File: src/rtl/bcd_bin_seq_converter_cgrundey.sv
// Iterative bidirectional BCD <-> binary converter with a start/done handshake.
// Mode 0 runs double dabble (add-3, shift left); mode 1 runs reverse dabble (shift right, subtract-3).
module bcd_bin_seq_converter_cgrundey #(
   parameter int BIN_W  = 8,
   parameter int DIGITS = 3
) (
   input  logic                  clk,
   input  logic                  clear_n,
   input  logic                  en_n,
   input  logic                  start,
   input  logic                  mode,
   input  logic [BIN_W-1:0]      bin_in,
   input  logic [4*DIGITS-1:0]   bcd_in,
   output logic                  busy,
   output logic                  done,
   output logic                  err,
   output logic [BIN_W-1:0]      bin_out,
   output logic [4*DIGITS-1:0]   bcd_out
);

   localparam int BCD_W = 4 * DIGITS;
   localparam int SR_W  = BCD_W + BIN_W;
   localparam int CNT_W = (BIN_W > 1) ? $clog2(BIN_W) : 1;
   localparam logic [CNT_W-1:0] LAST_ITER = CNT_W'(BIN_W - 1);

   typedef enum logic [1:0] {
      IDLE    = 2'd0,
      CONV    = 2'd1,
      ERR_CHK = 2'd2,
      DONE    = 2'd3
   } state_t;

   state_t             state_q, state_d;
   logic [SR_W-1:0]    sr_q, sr_d, sr_step;
   logic [CNT_W-1:0]   cnt_q, cnt_d;
   logic               mode_q, mode_d;
   logic               err_q, err_d;
   logic [BIN_W-1:0]   bin_q, bin_d;
   logic [BCD_W-1:0]   bcd_q, bcd_d;
   logic               bcd_invalid;

   // Shift register layout is {bcd, bin} in both modes.
   function automatic logic [SR_W-1:0] dabble_step(input logic [SR_W-1:0] sr, input logic m);
      logic [SR_W-1:0] t;
      t = m ? (sr >> 1) : sr;
      for (int i = 0; i < DIGITS; i++) begin
         if (!m && t[BIN_W+4*i +: 4] >= 4'd5)
            t[BIN_W+4*i +: 4] = t[BIN_W+4*i +: 4] + 4'd3;
         else if (m && t[BIN_W+4*i +: 4] >= 4'd8)
            t[BIN_W+4*i +: 4] = t[BIN_W+4*i +: 4] - 4'd3;
      end
      return m ? t : (t << 1);
   endfunction

   always_comb begin
      bcd_invalid = 1'b0;
      for (int i = 0; i < DIGITS; i++)
         if (bcd_in[4*i +: 4] > 4'd9) bcd_invalid = 1'b1;
   end

   assign sr_step = dabble_step(sr_q, mode_q);

   always_ff @(posedge clk or negedge clear_n) begin
      if (!clear_n) begin
         state_q <= IDLE;
         sr_q    <= '0;
         cnt_q   <= '0;
         mode_q  <= 1'b0;
         err_q   <= 1'b0;
         bin_q   <= '0;
         bcd_q   <= '0;
      end else begin
         state_q <= state_d;
         sr_q    <= sr_d;
         cnt_q   <= cnt_d;
         mode_q  <= mode_d;
         err_q   <= err_d;
         bin_q   <= bin_d;
         bcd_q   <= bcd_d;
      end
   end

   always_comb begin
      state_d = state_q;
      sr_d    = sr_q;
      cnt_d   = cnt_q;
      mode_d  = mode_q;
      err_d   = err_q;
      bin_d   = bin_q;
      bcd_d   = bcd_q;
      if (!en_n) begin
         case (state_q)
            IDLE, DONE: begin
               state_d = IDLE;
               if (start) begin
                  mode_d = mode;
                  cnt_d  = '0;
                  if (mode && bcd_invalid) begin
                     state_d = ERR_CHK;
                  end else begin
                     state_d = CONV;
                     sr_d    = mode ? {bcd_in, {BIN_W{1'b0}}} : {{BCD_W{1'b0}}, bin_in};
                  end
               end
            end
            CONV: begin
               sr_d  = sr_step;
               cnt_d = cnt_q + 1'b1;
               if (cnt_q == LAST_ITER) begin
                  state_d = DONE;
                  if (mode_q) begin
                     // Leftover BCD weight means the value does not fit in BIN_W bits.
                     err_d = |sr_step[SR_W-1 -: BCD_W];
                     bin_d = err_d ? '0 : sr_step[BIN_W-1:0];
                     bcd_d = '0;
                  end else begin
                     err_d = 1'b0;
                     bin_d = '0;
                     bcd_d = sr_step[SR_W-1 -: BCD_W];
                  end
               end
            end
            ERR_CHK: begin
               state_d = DONE;
               err_d   = 1'b1;
               bin_d   = '0;
               bcd_d   = '0;
            end
            default: state_d = IDLE;
         endcase
      end
   end

   assign busy    = (state_q == CONV) || (state_q == ERR_CHK);
   assign done    = (state_q == DONE);
   assign err     = err_q;
   assign bin_out = bin_q;
   assign bcd_out = bcd_q;

endmodule

File: config.mk
export PLATFORM = sky130hd
export DESIGN_NAME = bcd_bin_seq_converter_cgrundey
export DESIGN_NICKNAME = d
export VERILOG_FILES = /design/src/rtl/bcd_bin_seq_converter_cgrundey.sv
export SDC_FILE = /design/constraint.sdc
export NUM_CORES = 1
export LEC_CHECK = 0
export BUFFER_PORTS_ARGS = -buffer_cell sky130_fd_sc_hd__clkbuf_2
export CAP_MARGIN = 30
export CORE_MARGIN = 8
export CORE_UTILIZATION = 30
export CTS_BUF_LIST = sky130_fd_sc_hd__clkbuf_8
export CTS_CLUSTER_SIZE = 28
export DETAILED_ROUTE_END_ITERATION = 12
export HOLD_SLACK_MARGIN = 0.02
export PLACE_DENSITY = 0.51
export SLEW_MARGIN = 25
export SYNTH_ARGS = -nofsm -noshare
export SYNTH_HDL_FRONTEND = slang
export SYNTH_SLANG_ARGS = --single-unit
File: constraint.sdc
create_clock -name clk -period 3.1 [get_ports clk]
set_input_delay 0.93 -clock clk [delete_from_list [all_inputs] [get_ports clk]]
set_output_delay 0.93 -clock clk [all_outputs]
set_load 0.005 [all_outputs]
==> results of run 1 <==
==> cells in the mapped netlist, drive strengths merged (2+ instances only) <==
master	instances	share of area (%)
a211oi	2	0.65
a21oi	35	5.7
a22o	3	0.90
a31oi	10	2.0
a32o	3	0.98
and2	2	0.41
and3	2	0.41
buf	12	2.6
clkbuf	14	1.8
dfrtp	47	38
ha	13	5.3
inv	15	1.8
mux2	3	1.1
mux2i	11	3.6
nand2	43	5.3
nand2b	8	1.6
nand3	7	1.1
nand3b	2	0.49
nor2	46	5.6
nor2b	5	1.0
nor3	4	0.65
nor3b	6	1.5
o211ai	5	1.2
o21ai	27	4.4
o311a	2	0.65
o31ai	12	2.9
xnor2	8	2.3
==> registers in the layout, indices dropped and copies added, names as in the netlist <==
signal	count
bin_out	8
cnt_q	3
bcd_out	12
state_q	2
mode_q	1
sr_q	20
err	1
==> critical path, delay by kind of cell (launching register included) <==
| kind | cells | cell delay [ns] |
|---|---|---|
| AO/OA/AOI/OAI | 3 | 0.76 |
| adder cells (fa/ha/maj) | 1 | 0.31 |
| buffers and inverters | 3 | 0.65 |
| flip-flops | 1 | 0.43 |
| AND/OR/NAND/NOR | 4 | 0.59 |
==> layout make-up <==
class | instances | area (um^2)
repair buffers | 65 | 370.4
well taps | 136 | 170.2
clock inverters | 3 | 22.52
multi-input cells | 278 | 1713
flip-flops and latches | 47 | 1176
inverters | 15 | 56.30
clock buffers | 5 | 68.82
fillers | 1095 | 6515
==> worst paths after layout <==
check | startpoint | endpoint | slack, ns | cells after the start
max | mode_q$_DFFE_PN0P_ | bin_out[1]$_DFFE_PN0P_ | 0.26 | 11
min | bin_out[2]$_DFFE_PN0P_ | bin_out[2]$_DFFE_PN0P_ | 0.49 | 2
max reg2reg | mode_q$_DFFE_PN0P_ | bin_out[1]$_DFFE_PN0P_ | 0.26 | 11
min reg2reg | bin_out[2]$_DFFE_PN0P_ | bin_out[2]$_DFFE_PN0P_ | 0.49 | 2
max in group asynchronous | clear_n | bcd_out[1]$_DFFE_PN0P_ | 1.77 | 2
min in group asynchronous | clear_n | cnt_q[1]$_DFFE_PN0P_ | 0.52 | 1
==> where the power goes <==
part	leakage, nW	switching, mW	total, mW	internal [mW]
clock	0.0485	0.246	0.409	0.162
combinational	0.962	1.49	2.54	1.05
sequential	0.586	0.265	1.11	0.843
total	1.60	2.00	4.06	2.05
==> cell families (layout without fill, tap and decap cells) <==
kind of cell	count (synthesis)	after routing	share of synthesized area [%]
AND/OR/NAND/NOR	129	129	19.34
AO/OA/AOI/OAI	113	113	23.43
flip-flops	47	47	38.43
buffers and inverters	41	88	6.214
multiplexers	14	14	4.702
adder cells (fa/ha/maj)	13	13	5.315
XOR/XNOR	9	9	2.576
==> stage by stage <==
| step | total power, mW | hold slack [ns] |
|---|---|---|
| after floorplan | 2.852 | 0.4726 |
| after global placement | 3.629 | 0.4686 |
| after detailed placement | 3.638 | 0.4686 |
| after CTS | 4.058 | 0.4930 |
| after global routing | 4.418 | 0.5115 |
| final | 4.057 | 0.4858 |
==> routing by layer <==
| layer | up-vias | wire length [um] | track usage, % |
|---|---|---|---|
| met1 | 1328 | 4635 | 20.21 |
| met5 | - | 0 | 0 |
| met2 | 71 | 3925 | 20.64 |
| met3 | 7 | 581 | 2.976 |
| met4 | 0 | 124 | 3.840 |
| li1 | 1382 | - | - |
==> results by group, run 1 <==
Outcome
  • Status: completed

STA
  • Setup TNS Final: 0 ns
  • Final min period: between 2 and 3 ns
  • Relative slew slack: a little under half
  • Fmax: approximately 0.35 GHz
  • Final Max Tran Viols: 0
  • Slew at the pin closest to its max-slew limit: between 0.7 and 0.8 ns
  • Final hold vios: 0
  • Unrepaired setup endpoints after global routing: false
  • Final setup fails: 0
  • Setup ws final: about 0.26 ns
  • Period utilisation layout: between 90% and 100%
  • Setup Skew: 0.01155 ns

GRT
  • First-pass GRT wire length: about 15000 um
  • Initial antenna violation count: 0
  • Vias in the first global route: around 2700
  • Largest net degree at the start of global routing: 33
  • Total Routing Usage GR: roughly 14%
  • Total grt overflow: 0

Placement
  • Dpl hpwl: about 7000 um
  • Cell area after placement: about 0.0035 mm^2
  • GP Congestion: roughly 0.95
  • Dpl cells: 541
  • DP Worst Slack: between 0.3 and 0.4 ns
  • # port buffers: 47

Logic synthesis
  • Synth Instances: ~370
  • Synth Net Count: 404
  • Synthesized area per cell: 8.362 um^2
  • Ys async rst share: between 90% and 100%
  • Post-synth EDFFs: 0
  • Yosys warns: 0
  • Register area share after synthesis: 38.43%
  • Synthesized cell area: just over 0.003 mm^2
  • Synth cell types: 53
  • Synth Register Bits: 47
  • Ys flop type: dfrtp_1

CTS
  • CTS Root Cell: clkbuf_8
  • CTS Buf Count: 5
  • Clk sinks: 47
  • Post-CTS Setup Bufs: 0
  • Skew-Pair Late Insertion Delay: between 0.3 and 0.4 ns
  • Clock transition at path regs: between 0.1 and 0.15 ns
  • Resized Gates After CTS: 0
  • CTS Buffer Depth: 2
  • CTS tree: built
  • H-tree depth: 2
  • Hold buffer count at CTS: 0

Route
  • Vias/cell: 5.078
  • Drt first pass iters: 4
  • ANT nets after route: 0
  • DRC Markers: 0
  • Routed WL per cell: roughly 17 um
  • Iter 0 DRT Violations: between 100 and 150
  • Via count: 2788
  • Routed WL: between 9000 and 10000 um

Floorplanning
  • Rows: 37
  • Die area: 0.01369 mm^2
  • Io pins: 48
  • Die width: ~120 um
  • Core Region: 0.01009 mm^2
  • Chip height: approximately 120 um
  • Initial Utilization: between 30% and 40%

Critical path
  • Startpoint types: register
  • Crit-path most repeated cell: buf_4
  • Crit path arrival time: 3.07 ns
  • Worst-path cell chain: buf_4 > nor2_1 > a21oi_1 > ha_1 > nor3b_1 > nor3_1 > a221oi_1 > buf_4 > nand3_1 > buf_4 > o31ai_1
  • CP peak stage delay: around 0.43 ns
  • WP data required: about 3.3 ns
  • Worst Path Max Fanout: 18
  • Worst Setup End Kind: register
  • WS Path Type: register to register
  • Slowest-stage cell, CP: dfrtp_1

Min path
  • Hold Crit Class: register to register

Job
  • Number of max-cap violations: 0

Finish
  • Design area: between 0.003 and 0.004 mm^2
  • Final core utilization: 35.45%
  • Nets@finish: between 400 and 500
  • P&R area growth vs syn: 16.88%
  • Most frequent cells in the layout: dfrtp_1 (47), clkbuf_2 (47), nor2_1 (46)
  • Layout cells sized above 1: 20.10%
  • Ant. Diodes: 0
  • Final non-filler cell total: between 500 and 600

Pwr
  • Pwr dens: ~1100 mW/mm^2
  • Peak supply drop: about 0.00037 V
  • Leak: 1.596 nW
(Power assumes the default switching activity.)
==> inputs of run 2 (changes only) <==
--- a/config.mk
+++ b/config.mk
@@ -8,12 +8,12 @@
 export BUFFER_PORTS_ARGS = -buffer_cell sky130_fd_sc_hd__clkbuf_2
 export CAP_MARGIN = 30
 export CORE_MARGIN = 8
-export CORE_UTILIZATION = 30
+export CORE_UTILIZATION = 50
 export CTS_BUF_LIST = sky130_fd_sc_hd__clkbuf_8
 export CTS_CLUSTER_SIZE = 28
 export DETAILED_ROUTE_END_ITERATION = 12
 export HOLD_SLACK_MARGIN = 0.02
-export PLACE_DENSITY = 0.51
+export PLACE_DENSITY = 0.77
 export SLEW_MARGIN = 25
 export SYNTH_ARGS = -nofsm -noshare
 export SYNTH_HDL_FRONTEND = slang
==> run 2 against run 1 <==
Wire length decreased by 8.5%. Combinational power about the same. Non-clock buffer count decreased by 2. Critical path type unchanged. Fmax decreased by 1.8%. Largest cell class unchanged.
==> results by group, run 2 (synthesized netlist as in run 1, its figures left out) <==
Placement
  • Cell area after placement: 0.003395 mm^2 (was 0.003486 mm^2)
  • # port buffers: 47 (unchanged)
  • Dpl hpwl: 6368 um (was 7066 um)
  • GP Congestion: 0.9284 (was 0.9502)

Finish
  • Design area: 0.003477 mm^2 (was 0.003577 mm^2)
  • Most frequent cells in the layout: dfrtp_1 (47), clkbuf_2 (47), nor2_1 (46) (unchanged)
  • Nets@finish: 448 (was 450)
  • Ant. Diodes: 0 (unchanged)
  • Most flop-heavy register: sr_q (unchanged)
  • P&R area growth vs syn: 13.61% (was 16.88%)
  • Fillers: 558 (was 1095)
  • Max reg flops: 20 (unchanged)
  • Layout cells sized above 1: 19.51% (was 20.10%)

CTS
  • Post-CTS Setup Bufs: 0 (unchanged)
  • CTS Root Cell: clkbuf_8 (unchanged)
  • Clk sinks: 47 (unchanged)
  • Clock transition at path regs: 0.09 ns (was 0.11 ns)
  • CTS tree: built (unchanged)
  • Skew-Pair Late Insertion Delay: 0.31 ns (was 0.32 ns)
  • CTS Buf Count: 5 (unchanged)
  • H-tree depth: 2 (unchanged)
  • Resized Gates After CTS: 0 (unchanged)
  • CTS Buffer Depth: 2 (unchanged)
  • Hold buffer count at CTS: 0 (unchanged)

Critical path
  • Crit path arrival time: 3.09 ns (was 3.07 ns)
  • Worst-path cell chain: buf_4 > mux2i_1 > ha_1 > nor2b_1 > o21ba_2 > o211ai_1 > or4_4 > o311a_1 (was buf_4 > nor2_1 > a21oi_1 > ha_1 > nor3b_1 > nor3_1 > a221oi_1 > buf_4 > nand3_1 > buf_4 > o31ai_1)
  • WP data required: 3.30 ns (was 3.33 ns)
  • Startpoint types: register (unchanged)
  • Slowest-stage cell, CP: or4_4 (was dfrtp_1)
  • Worst Setup End Kind: register (unchanged)
  • Top Family by Delay on Critical Path: simple AND/OR/NAND/NOR gates (was compound AO/OA/AOI/OAI gates)
  • Worst Path Buf+Inv: 1 (was 3)
  • WS Path Type: register to register (unchanged)
  • Worst Path Max Fanout: 15 (was 18)
  • CP peak stage delay: 0.51 ns (was 0.43 ns)

STA
  • Period utilisation layout: 93.37% (was 91.70%)
  • Final min period: 2.895 ns (was 2.843 ns)
  • Setup TNS Final: 0 ns (unchanged)
  • Unrepaired setup endpoints after global routing: false (unchanged)
  • Setup Skew: 0.01301 ns (was 0.01155 ns)
  • Fmax: 0.3455 GHz (was 0.3518 GHz)
  • Final setup fails: 0 (unchanged)
  • Relative slew slack: 43.74% (was 47.24%)
  • Final Max Tran Viols: 0 (unchanged)
  • Slew at the pin closest to its max-slew limit: 0.8439 ns (was 0.7914 ns)
  • Final hold vios: 0 (unchanged)

Pwr
  • Peak supply drop: 0.0004173 V (was 0.0003718 V)
  • Pwr dens: 1149 mW/mm^2 (was 1134 mW/mm^2)
  • Leak: 1.582 nW (was 1.596 nW)

GRT
  • Initial antenna violation count: 0 (unchanged)
  • First-pass GRT wire length: 13830 um (was 14950 um)
  • Total Routing Usage GR: 19.48% (was 14.04%)
  • Largest net degree at the start of global routing: 48 (was 33)
  • Total grt overflow: 0 (unchanged)
  • Vias in the first global route: 2718 (was 2673)

Job
  • Number of max-cap violations: 0 (unchanged)

Floorplanning
  • Chip height: 94.24 um (was 117 um)
  • Die area: 0.008880 mm^2 (was 0.01369 mm^2)
  • Die width: 94.24 um (was 117 um)
  • Initial Utilization: 51.69% (was 30.32%)
  • Rows: 28 (was 37)
  • Io pins: 48 (unchanged)
  • Core Region: 0.005921 mm^2 (was 0.01009 mm^2)

Route
  • Routed length on met2: 3695 um (was 3925 um)
  • Routed WL: 8477 um (was 9266 um)
  • Iter 0 DRT Violations: 386 (was 140)
  • Via count: 2871 (was 2788)
  • Drt first pass iters: 5 (was 4)
  • Met3 WL: 714 um (was 581 um)
  • Routed WL per cell: 17.48 um (was 16.88 um)
  • Top Layer Used: met4 (unchanged)
  • ANT nets after route: 0 (unchanged)
  • DRC Markers: 0 (unchanged)
  • Vias/cell: 5.920 (was 5.078)
  • Post-Route M1 WL: 3909 um (was 4635 um)

Min path
  • Hold Crit Class: register to register (unchanged)

Outcome
  • Status: completed (unchanged)
run 2: layer usage:
layer | GRT usage (%) | up-vias
met3 | 3.437 | 12
li1 | - | 1368
met4 | 6.869 | 0
met2 | 28.27 | 125
met5 | 0 | -
met1 | 28.01 | 1366
run 2: path summary, 6_finish.rpt:
kind,start,end,slack [ns],cells past startpoint
setup / recovery,mode_q$_DFFE_PN0P_,err$_DFFE_PN0P_,0.21,8
hold / removal,bin_out[7]$_DFFE_PN0P_,bin_out[7]$_DFFE_PN0P_,0.49,2
setup reg to reg,mode_q$_DFFE_PN0P_,err$_DFFE_PN0P_,0.21,8
hold reg to reg,bin_out[7]$_DFFE_PN0P_,bin_out[7]$_DFFE_PN0P_,0.49,2
max in group asynchronous,clear_n,bcd_out[5]$_DFFE_PN0P_,1.98,2
min in group asynchronous,clear_n,sr_q[2]$_DFFE_PN0P_,0.70,2
run 2: through the flow:
step / power, mW / util [%] / hold slack (ns) / std cells / worst slack [ns]
5_1_grt: 4.291 / 58.73 / 0.5099 / 485 / 0.01526
6_report: 3.994 / 58.73 / 0.4857 / 485 / 0.2054
4_1_cts: 3.950 / 58.73 / 0.4891 / 485 / 0.2679
3_3_place_gp: 3.530 / 57.33 / 0.4647 / 478 / 0.4036
3_5_place_dp: 3.568 / 57.33 / 0.4691 / 478 / 0.2762
2_1_floorplan: 2.852 / - / 0.4726 / 366 / 0.02434
run 2: area by class of cell:
| class | instances | area, um^2 | area share, % |
|---|---|---|---|
| inverter | 15 | 56.30 | 1.619 |
| sequential | 47 | 1176 | 33.83 |
| clock buffer | 5 | 68.82 | 1.979 |
| clock inverter | 2 | 13.76 | 0.3958 |
| timing repair buffer | 63 | 355.3 | 10.22 |
| tap | 75 | 93.84 | 2.699 |
| multi-input combinational | 278 | 1713 | 49.26 |
run 2: worst reg2reg max path: stages (launching register included):
cell and delay, ns:
dfrtp_1 0.43, buf_4 0.24, mux2i_1 0.35, ha_1 0.31, nor2b_1 0.24, o21ba_2 0.21
o211ai_1 0.12, or4_4 0.51, o311a_1 0.37
run 2: report_power, final:
part / internal [mW] / switching [mW]
Sequential: 0.843 / 0.270
Clock: 0.155 / 0.216
Combinational: 1.01 / 1.50
